`src/rtl/nona_instr_dispatcher.sv`:
```
// rtl/nona_instr_dispatcher.sv - packet FIFO and one-per-cycle issue controller for the nine-core instruction port
// Optional feature macro: NONA_DISP_CORE_MASK_EN adds a per-core enable mask input.
module nona_instr_dispatcher #(
    parameter int FIFO_DEPTH = 8,
    parameter int NUM_CORES  = 9,
    parameter int CNT_W      = 16
) (
    input  logic                        clk,
    input  logic                        reset,
    input  logic                        in_valid,
    output logic                        in_ready,
    input  logic [3:0]                  in_core_id,
    input  logic [7:0]                  in_opcode,
    input  logic [7:0]                  in_op1,
    input  logic [7:0]                  in_op2,
    output logic [3:0]                  core_id,
    output logic [7:0]                  instruction,
    output logic [7:0]                  operand1,
    output logic [7:0]                  operand2,
    input  logic [7:0]                  result,
    input  logic                        resume,
    output logic                        halted,
    output logic                        redirect_valid,
    output logic [7:0]                  redirect_target,
    output logic [CNT_W-1:0]            issue_count,
    output logic [7:0]                  drop_count,
`ifdef NONA_DISP_CORE_MASK_EN
    input  logic [NUM_CORES-1:0]        core_enable_mask,
`endif
    output logic [$clog2(FIFO_DEPTH):0] fifo_level
);
    localparam int          AW   = $clog2(FIFO_DEPTH);
    localparam logic [7:0]  NOP  = 8'h15;
    localparam logic [4:0]  NC   = 5'(NUM_CORES);
    localparam logic [AW:0] FULL = (AW+1)'(FIFO_DEPTH);

    typedef enum logic [1:0] {S_RUN, S_WAIT_FLOW, S_WAIT_HLT, S_HALTED} state_t;

    state_t        r_state;
    state_t        w_state_nxt;
    logic [27:0]   r_mem [FIFO_DEPTH];
    logic [AW-1:0] r_wr_ptr;
    logic [AW-1:0] r_rd_ptr;
    logic [AW:0]   r_count;
    logic          r_wait;
    logic [27:0]   w_head;
    logic [3:0]    w_head_core;
    logic [7:0]    w_head_op;
    logic [15:0]   w_mask;
    logic          w_full;
    logic          w_push;
    logic          w_pop;
    logic          w_pkt_ok;
    logic          w_issue;
    logic          w_drop;
    logic          w_flow_op;
    logic          w_hlt_op;
    logic          w_redirect;

    assign w_head      = r_mem[r_rd_ptr];
    assign w_head_core = w_head[27:24];
    assign w_head_op   = w_head[23:16];
    assign w_full      = (r_count == FULL);
    assign in_ready    = ~w_full;
    assign fifo_level  = r_count;
    assign w_push      = in_valid & ~w_full;
    assign w_pop       = (r_state == S_RUN) && (r_count != '0);
    assign w_flow_op   = (w_head_op == 8'h0E) || (w_head_op == 8'h0F) ||
                         (w_head_op == 8'h10) || (w_head_op == 8'h13);
    assign w_hlt_op    = (w_head_op == 8'h14);

`ifdef NONA_DISP_CORE_MASK_EN
    assign w_mask = 16'(core_enable_mask);
`else
    assign w_mask = 16'hFFFF;
`endif
    assign w_pkt_ok = ({1'b0, w_head_core} < NC) && w_mask[w_head_core] && (w_head_op <= 8'h17);

    always_ff @(posedge clk) begin
        if (w_push) begin
            r_mem[r_wr_ptr] <= {in_core_id, in_opcode, in_op1, in_op2};
        end
    end

    always_ff @(posedge clk or negedge reset) begin
        if (!reset) begin
            r_wr_ptr <= '0;
            r_rd_ptr <= '0;
            r_count  <= '0;
        end else begin
            if (w_push) r_wr_ptr <= r_wr_ptr + 1'b1;
            if (w_pop)  r_rd_ptr <= r_rd_ptr + 1'b1;
            case ({w_push, w_pop})
                2'b10:   r_count <= r_count + 1'b1;
                2'b01:   r_count <= r_count - 1'b1;
                default: r_count <= r_count;
            endcase
        end
    end

    // r_wait toggles once per wait cycle, so the second wait edge sees it set
    always_ff @(posedge clk or negedge reset) begin
        if (!reset) begin
            r_state <= S_RUN;
            r_wait  <= 1'b0;
        end else begin
            r_state <= w_state_nxt;
            r_wait  <= (r_state == S_WAIT_FLOW || r_state == S_WAIT_HLT) ? ~r_wait : 1'b0;
        end
    end

    always_comb begin
        w_state_nxt = r_state;
        case (r_state)
            S_RUN: begin
                if (w_issue && w_flow_op)     w_state_nxt = S_WAIT_FLOW;
                else if (w_issue && w_hlt_op) w_state_nxt = S_WAIT_HLT;
            end
            S_WAIT_FLOW: if (r_wait) w_state_nxt = S_RUN;
            S_WAIT_HLT:  if (r_wait) w_state_nxt = (result == 8'hFF) ? S_HALTED : S_RUN;
            S_HALTED:    if (resume) w_state_nxt = S_RUN;
            default:     w_state_nxt = S_RUN;
        endcase
    end

    always_comb begin
        w_issue    = w_pop & w_pkt_ok;
        w_drop     = w_pop & ~w_pkt_ok;
        w_redirect = (r_state == S_WAIT_FLOW) & r_wait;
    end

    always_ff @(posedge clk or negedge reset) begin
        if (!reset) begin
            core_id         <= '0;
            instruction     <= NOP;
            operand1        <= '0;
            operand2        <= '0;
            halted          <= 1'b0;
            redirect_valid  <= 1'b0;
            redirect_target <= '0;
            issue_count     <= '0;
            drop_count      <= '0;
        end else begin
            core_id        <= w_issue ? w_head_core    : 4'd0;
            instruction    <= w_issue ? w_head_op      : NOP;
            operand1       <= w_issue ? w_head[15:8]   : 8'd0;
            operand2       <= w_issue ? w_head[7:0]    : 8'd0;
            halted         <= (w_state_nxt == S_HALTED);
            redirect_valid <= w_redirect;
            if (w_redirect) redirect_target <= result;
            if (w_issue) issue_count <= issue_count + 1'b1;
            if (w_drop && drop_count != 8'hFF) drop_count <= drop_count + 1'b1;
        end
    end
endmodule
```
`config.mk`:
```
export PLATFORM = sky130hd
export DESIGN_NAME = nona_instr_dispatcher
export DESIGN_NICKNAME = d
export VERILOG_FILES = /design/src/rtl/nona_instr_dispatcher.sv
export SDC_FILE = /design/constraint.sdc
export NUM_CORES = 1
export LEC_CHECK = 0
export CAP_MARGIN = 20
export CORE_MARGIN = 1
export CORE_UTILIZATION = 61
export CTS_CLUSTER_SIZE = 14
export DETAILED_ROUTE_END_ITERATION = 16
export PLACE_DENSITY = 0.9
export SYNTH_ARGS = -nofsm -noshare
export SYNTH_HDL_FRONTEND = slang
export SYNTH_SLANG_ARGS = --single-unit
```
`constraint.sdc`:
```
create_clock -name clk -period 10.9 [get_ports clk]
set_input_delay 3.27 -clock clk [delete_from_list [all_inputs] [get_ports clk]]
set_output_delay 3.27 -clock clk [all_outputs]
set_load 0.05 [all_outputs]
```
==> results of run 1 <==
==> report_power, final <==
| group | total [mW] | leakage (nW) | switching [mW] | internal (mW) |
|---|---|---|---|---|
| Combinational | 1.27 | 1.54 | 0.744 | 0.523 |
| Sequential | 1.58 | 3.00 | 0.142 | 1.44 |
| Clock | 1.02 | 0.483 | 0.407 | 0.610 |
| Total | 3.87 | 5.02 | 1.29 | 2.57 |
==> kinds of logic (layout without fill, tap and decap cells) <==
kind of cell	count (synthesis)	after routing	synth area share
flops	299	299	0.738
other cells	1	3	0.000322
mux	95	95	0.139
xor+xnor	31	31	0.0233
buf+inv	36	182	0.0187
simple gates	120	120	0.0498
compound gates	29	29	0.0172
fa+ha+maj	12	12	0.0135
==> worst min path at each step <==
stage | start | end | slack, ns | depth (start not counted)
floorplan | r_wait | r_wait | 0.46 | 1
global placement | issue_count[15] | issue_count[15] | 0.46 | 1
detailed placement | issue_count[15] | issue_count[15] | 0.47 | 1
CTS | issue_count[15] | issue_count[15] | 0.48 | 1
global route | issue_count[15] | issue_count[15] | 0.49 | 1
finish | issue_count[15] | issue_count[15] | 0.48 | 1
==> flip-flops by register name, summed over array words and instances, names as in the netlist, 2 cells and up <==
name,cells
instruction,8
core_id,4
r_state,2
drop_count,8
operand1,8
r_mem,224
issue_count,16
operand2,8
r_rd_ptr,3
fifo_level,4
r_wr_ptr,3
redirect_target,8
==> stage by stage <==
step	power (mW)	cell area (sq um)	hold slack, ns	setup WS, ns	cells
global placement	2.79	13000	0.462	5.51	951
CTS	3.90	14000	0.482	5.54	1005
floorplan	2.51	11700	0.464	3.96	625
global route	4.04	14000	0.494	5.44	1005
finish	3.87	14000	0.476	5.56	1005
detailed placement	2.86	13000	0.470	5.42	951
==> critical path, stage by stage, from the launching register on <==
cell and delay, ns:
dfrtp_1 0.45, nor3_1 0.21, nand2_1 0.14, clkdlybuf4s50_1 0.74
==> cell usage in the layout, fill, tap and decap left out, types with 17 or more instances in the layout <==
cell type / Yosys / layout
edfxtp_1: 224 / 224
clkdlybuf4s50_1: 0 / 105
dfrtp_1: 72 / 69
mux4_2: 42 / 42
nor2_1: 38 / 37
mux2i_1: 31 / 31
clkbuf_16: 0 / 29
nand2_1: 25 / 25
xnor2_1: 23 / 23
nand3_1: 17 / 17
==> routing by layer <==
metal | track usage | up-vias | routed length (microns)
met3 | 0.0431 | 39 | 1420
met1 | 0.314 | 3158 | 9090
li1 | - | 2684 | -
met4 | 0.0717 | 0 | 461
met5 | 0 | - | 0
met2 | 0.435 | 238 | 12200
==> cell type report <==
class                           instances  area [sq um]  area share
Timing Repair Buffer                  116          1130      0.0812
Clock buffer                           37           796      0.0570
Tap cell                              234           293      0.0210
Multi-Input combinational cell        290          2890       0.207
Inverter                               12          45.0     0.00323
Sequential cell                       299          8610       0.617
Clock inverter                         17           190      0.0136
==> results.txt, run 1 <==
* Status: finished, final reports clean
- In this run, the number of DRC markers left after iteration 0 of detailed routing was 405.
- In this run the critical register-to-register path is launched from r_rd_ptr[0].
- CTS clk-pin slew, worst paths: 0.06 ns
* Buffer type at the clock tree root: clkbuf_16
- Port buffering added 106 buffers.
* Post-synth design cell area: 0.0117 sq mm
- For this design the static power due to leakage is 5.02 nW.
- For this run, the share of the core covered by cells in the final layout is 0.746.
* Remaining number of nets flagged by the antenna check after routing: 0
* Quantity of gates resized following cts: 0
- The repair_antennas step left the layout with diodes totalling 0.
- Counting the fill cells in the layout gives 1017.
- Startpoint type of the worst setup path: register
* Maximum number of pins on one net before global-route repair: 76
- The floorplan step set the die height to 140 microns.
- FF-to-FF End: operand2[4]
- Using the TritonRoute via totals, the vias-per-cell ratio works out to 6.09.
* Total power divided by cell area: 277 mW/mm^2
* Post-Synthesis Mean Instance Area: 18.7 sq um
* Nets: 800
- Number of buffers inserted during clock tree synthesis: 29
- Summed over all layers, the global routing overflow is 0.
- Across the routed clock network, the largest skew measured is 0.0126 ns.
* Placement Rows: 50
- Dividing the final minimum period by the clock period gives 0.490.
* Total via count in the routed design: 6119
- Longest Clk Path Bufs: 3
- Largest fanout on the critical path: 6
- For the worst-skew pair, the clock arrives at the later sink with an insertion delay of 0.54 ns.
- Final Hold Violating Endpoints: 0
- FMAX: 187 MHz
- Number of antenna violations at the first check in global routing: 0
- The clock drives 299 sinks.
* Synth async-reset ratio: 0.251
* Minimum clock period after layout: 5.34 ns
- For this run, the register share of the synthesized area comes to 0.738.
- Setup repair after global routing left no endpoint under its margin.
- Slew Limit Headroom: 0.289
- Share of Yosys cell area claimed by the top area cell type: 0.577
* Biggest area consumer among synthesized cells: edfxtp_1
- TritonCTS built the clock tree.
* Wire length after detailed routing: 23.2 mm
* Die Outline Area: 0.0197 sq mm
- Hold buffers post-CTS: 0
- Capturing element of the worst setup path: in_ready
- The number of cells on the worst reg-to-reg path is 7.
- The critical path is of the register to output pin type.
- Number of library cell types mapped by synthesis: 53
* Ports placed on the boundary: 107
- Total count of max-transition violations in the final report: 0
* Effective utilization at floorplan: 0.623
- Largest cells by area after synthesis: edfxtp_1, dfrtp_1, mux4_2, mux2i_1, mux4_1
- #FFs+latches synth: 299
- Detailed placement finished with a half-perimeter wire length of 13.1 mm.
* Buffers inserted by post-CTS timing repair: 0
* Worst endpoint data arrival time: 2.07 ns
- The critical path starts at fifo_level[0].
- Total iterations of the first detailed-routing run: 5
* Share of cells above drive strength 1: 0.173
* Number of remaining DRC errors: 0
* Width of the chip: 140 microns
- Count of flip-flops with a built-in enable after synthesis: 224
- Count leader, synth: edfxtp_1
- Synthesis produced 623 cells.
* Vias in the first global route: 6324
- Max-cap violations in this run came to 0.
* Final setup vio count: 0
- Adding up every negative setup slack in the final design gives 0 ns.
- Routed WL per cell: 23.1 microns
- In this run the register-to-register setup slack is 7.04 ns.
- Relative to the synthesized area, the layout overhead comes to 19.7%.
- For the pin with the worst max-slew slack, the measured transition is 1.07 ns.
- VDD sags by at most 0.162 mV.
- In this run the standard cell core region covers 0.0187 sq mm.
- Routability-driven placement finished with a final weighted congestion of 0.854.
- In the global route stage, overall resource usage came out at 0.246.
- The path class of the tightest hold or removal check is register to register.
- Yosys warns: 0
- CTS H-tree depth: 1
- The first global-routing pass estimated 35.7 mm of wire.
- The worst setup path is captured at an output pin.
- For this run, the leading register cell type out of synthesis is edfxtp_1.
* Data required time at the worst endpoint: 7.63 ns
- The commonest cells after synthesis are edfxtp_1, dfrtp_1, mux4_2.
(Power assumes the default switching activity.)
==> inputs of run 2 (changes only) <==
Settings changed: CORE_UTILIZATION 61 to 52, PLACE_DENSITY 0.9 to 0.82.
Clock period 10.9 ns to 4.55 ns, I/O delays scaled along.
==> run 2 against run 1 <==
Routed wire length shrank 1.5%. Via count decreased by 0.72%. Sequential share of layout area decreased by 0.40 points. Count of clock-buffer cells in the layout increased by 2. Non-clock buffer count rose by 4.
==> results.txt, run 2 (synthesis gave the netlist of run 1 again) <==
- From synthesis to final layout, the design area changed by 20.4%.
* Switching part of the total power: 0.336
- Worst min path class: register to register
* Data required time at the worst endpoint: 4.97 ns
* Fraction of the cycle the final worst path needs: 0.757
- Number of antenna violations at the first check in global routing: 1
* Overflow left after global routing: 0
- Max-cap violations in this run came to 0.
- The register with the most flip-flops in the layout has 224 of them.
- Clock insertion delay at the later pin of the skew report: 0.55 ns
* Part of the power in the clock network: 0.258
- Final setup vio count: 0
- Port-buffer cells: 106
- Core region area: 0.0219 sq mm
- After detailed routing, the total wire length is 22.8 mm.
- Setup repair after global routing left no endpoint under its margin.
- Buffers inserted by post-CTS timing repair: 0
* Global-route usage over all layers: 0.208
- Most frequent cells in the layout: edfxtp_1, clkdlybuf4s50_1, dfrtp_1, mux4_2, nor2_1
- CTS built an H-tree with a depth of 1.
- First-pass GRT wire length: 35.7 mm
* Total count of max-transition violations in the final report: 0
* Reg2Reg Setup Slack: 1.10 ns
- Startpoint type of the worst setup path: register
- For this design, the sink count on the clock tree is 299.
- Register name with the most flops: r_mem
- Endpoint kind of the worst setup timing path: register
- Number of buffers inserted during clock tree synthesis: 29
* DP Wirelength: 13.3 mm
- The worst hold path begins at issue_count[15].
- Clock tree from TritonCTS: done
- Clock tree skew after final layout: 0.0137 ns
- The internal power of the cells totals 6.12 mW.
* Leakage power: 5.04 nW
- Summed over all nets, the switching power comes to 3.09 mW.
- Cell area reported after detailed placement: 0.0131 sq mm
* Peak supply drop: 0.390 mV
- The critical path is of the register to register type.
- FF-to-FF End: halted
* Number of remaining DRC errors: 0
* Largest fanout on the critical path: 30
- GP Congestion: 0.799
- Once layout is done, the placed cells without fillers occupy 0.0140 sq mm.
- Hold path endpoint: issue_count[15]
- Clock-pin slew was measured on the worst setup and hold paths at 0.06 ns.
- On the final layout, the worst hold slack is 0.495 ns.
- Part of the total power dissipated in sequential elements: 0.421
* Total iterations of the first detailed-routing run: 6
* Maximum number of pins on one net before global-route repair: 76
- Total via count in the routed design: 6075
* Vias in the first global route: 6466
- Post-CTS repair changed the size of 0 cells.
* Routed WL per cell: 21.6 microns
* Hold buffers post-CTS: 0
* Slew Limit Headroom: 0.274
- 1st-iter DRT viols: 435
- Summed over all failing endpoints, the final setup total negative slack is 0 ns.
* Effective utilization at floorplan: 0.533
- After detailed routing, the number of vias per cell comes to 5.75.
- Depth of the worst hold-timing path: 1
- The final layout contains 804 nets.
- In this run the core area contains 54 standard-cell rows.
- At the pin with the least slew margin, the transition time is 1.09 ns.
- The run finished with clean final reports.
- Start of the worst register-to-register path: r_rd_ptr[0]
- Total power divided by cell area: 655 mW/mm^2
- Minimum clock period after layout: 3.45 ns
- In this run the clock root is driven by a clkbuf_16.
* Final Hold Violating Endpoints: 0
- The largest registers in the layout are r_mem: 224 flops, issue_count: 16 flops.
* Part of the power in combinational logic: 0.321
- The die covers 0.0230 sq mm.
- FMAX: 290 MHz
- The number of cells on the worst reg-to-reg path is 7.
* Most common library cell in the layout ignoring fill and taps: edfxtp_1
- Remaining number of nets flagged by the antenna check after routing: 0
* Longest Clk Path Bufs: 3
- The die is 152 microns tall.
- For this run, the share of the core covered by cells in the final layout is 0.642.
- Share of cells above drive strength 1: 0.168
* Worst endpoint data arrival time: 3.87 ns
* Ports placed on the boundary: 107
- In this run the horizontal extent of the chip is 152 microns.
[run 2: cell count changes in the layout (fill, tap and decap cells not counted), moves of 2 or more]
cell,change
clkinvlp_2,-2
nor4b_2,-2
clkbuf_8,-4
nor4b_4,+2
buf_4,+3
clkbuf_1,+6
[run 2: critical path, cell delays in order (launching register included)]
cell      delay (ns)
dfrtp_2         0.80
buf_4           0.62
mux4_1          0.61
o21ai_0         0.43
nor4b_1         0.30
and4_1          0.29
o21ai_0         0.10
o2111a_1        0.16
[run 2: layout make-up]
type / instances / area (sq um)
sequential: 299 / 8610
fill: 1500 / 7850
multi-input combinational: 290 / 2910
timing repair buffer: 120 / 1180
clock buffer: 39 / 763
tap: 280 / 350
clock inverter: 15 / 178
inverter: 12 / 45.0
antenna: 1 / 2.50
[run 2: routing by layer]
metal	track usage	wire (microns)	up-vias
met5	0	10	-
met4	0.0629	550	2
met3	0.0356	1530	47
met2	0.355	11400	234
met1	0.275	9350	3111
li1	-	-	2681
[run 2: stage by stage]
stage	worst slack, ns	total power [mW]	cells
2_1_floorplan	0.462	6.02	625
3_3_place_gp	0.986	6.74	1000
3_5_place_dp	0.903	6.89	1000
4_1_cts	1.04	9.29	1054
5_1_grt	0.696	9.62	1055
6_report	1.10	9.20	1056
[run 2: power by group through the flow]
stage               combinational, mW  clock, mW  sequential [mW]
floorplan                        1.83          0             4.20
global placement                 2.86          0             3.88
detailed placement               2.96          0             3.93
CTS                              2.98       2.42             3.88
global route                     3.18       2.51             3.94
finish                           2.95       2.37             3.88
[run 2: how the worst max path moves through the flow]
stage	start	to	cells past startpoint
final	r_rd_ptr[0]	halted	7
after global routing	r_rd_ptr[0]	halted	7
after CTS	r_rd_ptr[0]	halted	7
after detailed placement	in_valid	fifo_level[3]	9
after global placement	in_valid	fifo_level[3]	9
after floorplan	in_valid	r_mem[3][0]	2
==> inputs of run 3 (changes only) <==
Clock period 4.55 ns to 2.9 ns, I/O delays scaled along.
==> run 3 against run 2 <==
Cell area increased by 2.7%. Core utilization increased by 1.7 points. Register-to-register slack got worse by 0.95 ns. Worst hold slack got worse by 0.15 ns. Sequential cell count unchanged. Power increased by 64%. Count of clock-buffer cells in the layout increased by 5. Critical path depth decreased by 6. Cell count increased by 1.9%. Critical path type is now register to output pin. Routed wire length increased by 3.6%. Non-clock buffer count increased by 19. Clock skew increased by 0.014 ns.
==> results.txt, run 3 (synthesis gave the netlist of run 1 again) <==
* Worst setup path startpoint: issue_count[0]
- The tightest min-delay check is of the input pin to asynchronous set/reset pin type.
- The final count of hold timing violations was 0.
- During I/O placement, the number of pins put on the boundary was 107.
* Maximum number of pins on one net before global-route repair: 54
* Clock tree from TritonCTS: done
- FF-to-FF End: drop_count[4]
- The first detailed-routing pass took 5 iterations.
- Of the cells placed in the final design, the portion with a size suffix greater than 1 is 0.197.
* Delay contributed by the slowest stage of the critical path: 0.85 ns
* Series of cell instances along the critical path: clkdlybuf4s50_1
* Cell area reported after detailed placement: 0.0134 sq mm
- Overflow left after global routing: 0
- The initial utilization of the core area, before any placement, comes to 0.533.
* Buffer type at the clock tree root: clkbuf_16
- The worst register-to-register path begins at r_rd_ptr[1].
- Clock-pin slew was measured on the worst setup and hold paths at 0.06 ns.
- Remaining number of nets flagged by the antenna check after routing: 0
* Total power divided by cell area: 1050 mW/mm^2
* Bufs and invs on worst path: 1
* DP Wirelength: 14.3 mm
* Clock tree skew after final layout: 0.0276 ns
- The congestion estimate from routability-driven global placement came to 0.840.
- Total via count in the routed design: 6199
- The initial antenna violation count came to 1.
- Worst endpoint data arrival time: 1.89 ns
- Hold buffers post-CTS: 0
* Core region area: 0.0219 sq mm
- Register name with the most flops: r_mem
- Startpoint type of the worst setup path: register
- Transition at the pin with the smallest max-transition slack: 0.677 ns
* Critical setup path kind: register to output pin
- Minimum clock period after layout: 2.76 ns
- The number of antenna diodes in the final layout is 0.
- First-pass GRT wire length: 36.7 mm
- Measured against its own limit, the worst slew margin works out to 0.548.
* Post-route design area: 0.0144 sq mm
* Number of buffers inserted during clock tree synthesis: 30
- Largest fanout on the critical path: 7
- Most frequent cells in the layout: edfxtp_1, clkdlybuf4s50_1, dfrtp_1, mux4_2, nor2_1
* Most common library cell in the layout ignoring fill and taps: edfxtp_1
* Number of remaining DRC errors: 0
* Port-buffer cells: 106
* Num Clock Sinks: 299
- FMAX: 362 MHz
- VDD sags by at most 0.828 mV.
* Width of the chip: 152 microns
- The longest clock path from root to sink contains 3 buffers.
* Largest delay share family, worst path: buffers and inverters
- At the later pin of the worst-skew pair, clock insertion delay measures 0.57 ns.
- In this run the number of cells on the critical path is 1.
* Reg2Reg Setup Slack: 0.15 ns
- Wire length after detailed routing: 23.7 mm
- 1st-iter DRT viols: 385
* Final setup vio count: 0
- Hold is met by 0.344 ns.
- Endpoint kind of the worst setup timing path: output pin
* RSZ-0062 raised after global routing: no
* Status: finished, final reports clean
- In this run the number of H-tree levels came out at 1.
- At the worst endpoint, the required time is 2.03 ns.
- Capturing element of the worst setup path: issue_count[0]
- In the final layout, the registers with the most flip-flops are r_mem: 224 flops, issue_count: 16 flops.
- In the routed layout, each cell is associated on average with a via count of 5.76.
* Total count of max-transition violations in the final report: 0
* Max FFs per register: 224
- From bottom edge to top edge, the die measures 152 microns.
- The layout has 1449 filler cells.
- Die Outline Area: 0.0230 sq mm
* Synth-to-Final Area Change: 23.7%
- Global-route usage over all layers: 0.215
- Routed WL per cell: 22.0 microns
* Leakage power: 5.23 nW
- Placement Rows: 54
* Max-cap viol count: 0
- R2r worst-path depth: 9
* Vias in the first global route: 6434
* Fraction of the cycle the final worst path needs: 0.952
- At the end of the flow, the number of nets in the layout was 824.
* Cell type of the slowest stage on the worst timing path: clkdlybuf4s50_1
[run 3: cell count changes in the layout (fill, tap and decap cells not counted), moves of 2 or more]
cell / before / now
nor3b_4: 0 / 2
nor3_2: 2 / 0
clkbuf_1: 10 / 8
buf_12: 0 / 9
dfrtp_4: 0 / 3
dfrtp_2: 3 / 0
clkinv_1: 3 / 0
clkbuf_8: 0 / 6
nor3b_2: 2 / 0
nor3_4: 0 / 2
buf_4: 14 / 25
[run 3: worst min-delay path by stage]
| stage | from | to | slack, ns | cells past startpoint |
|---|---|---|---|---|
| global placement | issue_count[15] | issue_count[15] | 0.46 | 1 |
| CTS | reset | issue_count[10] | 0.36 | 1 |
| detailed placement | issue_count[15] | issue_count[15] | 0.48 | 1 |
| finish | reset | issue_count[11] | 0.34 | 1 |
| global route | reset | issue_count[10] | 0.39 | 1 |
| floorplan | r_wait | r_wait | 0.46 | 1 |
[run 3: final cells by class]
cell class	instances	area, sq um	share of cell area
inverters	12	45.0	0.00312
clock inverters	12	186	0.0129
flip-flops and latches	299	8620	0.598
repair buffers	139	1420	0.0983
multi-input cells	290	2940	0.204
well taps	280	350	0.0243
clock buffers	44	863	0.0599
[run 3: power breakdown]
part           total (mW)  switching [mW]  internal [mW]
clock                4.02            1.60           2.42
sequential           6.01           0.586           5.42
combinational        5.05            2.84           2.20
total                15.1            5.03           10.0
[run 3: metal layers]
| layer | share of wire | wire length (microns) | track usage | up-vias |
|---|---|---|---|---|
| li1 | - | - | - | 2722 |
| met1 | 0.40 | 9500 | 0.276 | 3182 |
| met2 | 0.51 | 12100 | 0.376 | 247 |
| met3 | 0.064 | 1520 | 0.0395 | 46 |
| met4 | 0.024 | 565 | 0.0579 | 2 |
| met5 | 0.00051 | 12 | 0 | - |
[run 3: per-stage QoR]
step | power, mW | util | std cells | worst slack [ns] | TNS (ns)
global placement | 10.9 | 0.610 | 1019 | 0.127 | 0
detailed placement | 11.1 | 0.610 | 1019 | 0.0923 | 0
floorplan | 9.50 | - | 625 | -0.0519 | -2.17
CTS | 15.2 | 0.658 | 1075 | 0.0227 | 0
finish | 15.1 | 0.659 | 1076 | 0.139 | 0
global route | 15.7 | 0.659 | 1076 | 0.0263 | 0
[run 3: repair_timing]
action,CTS,global route
endpoints found under the hold margin,0,0
setup buffers,0,1
pin swaps,0,1
endpoints found under the setup margin,1,23
gates resized for setup,1,3
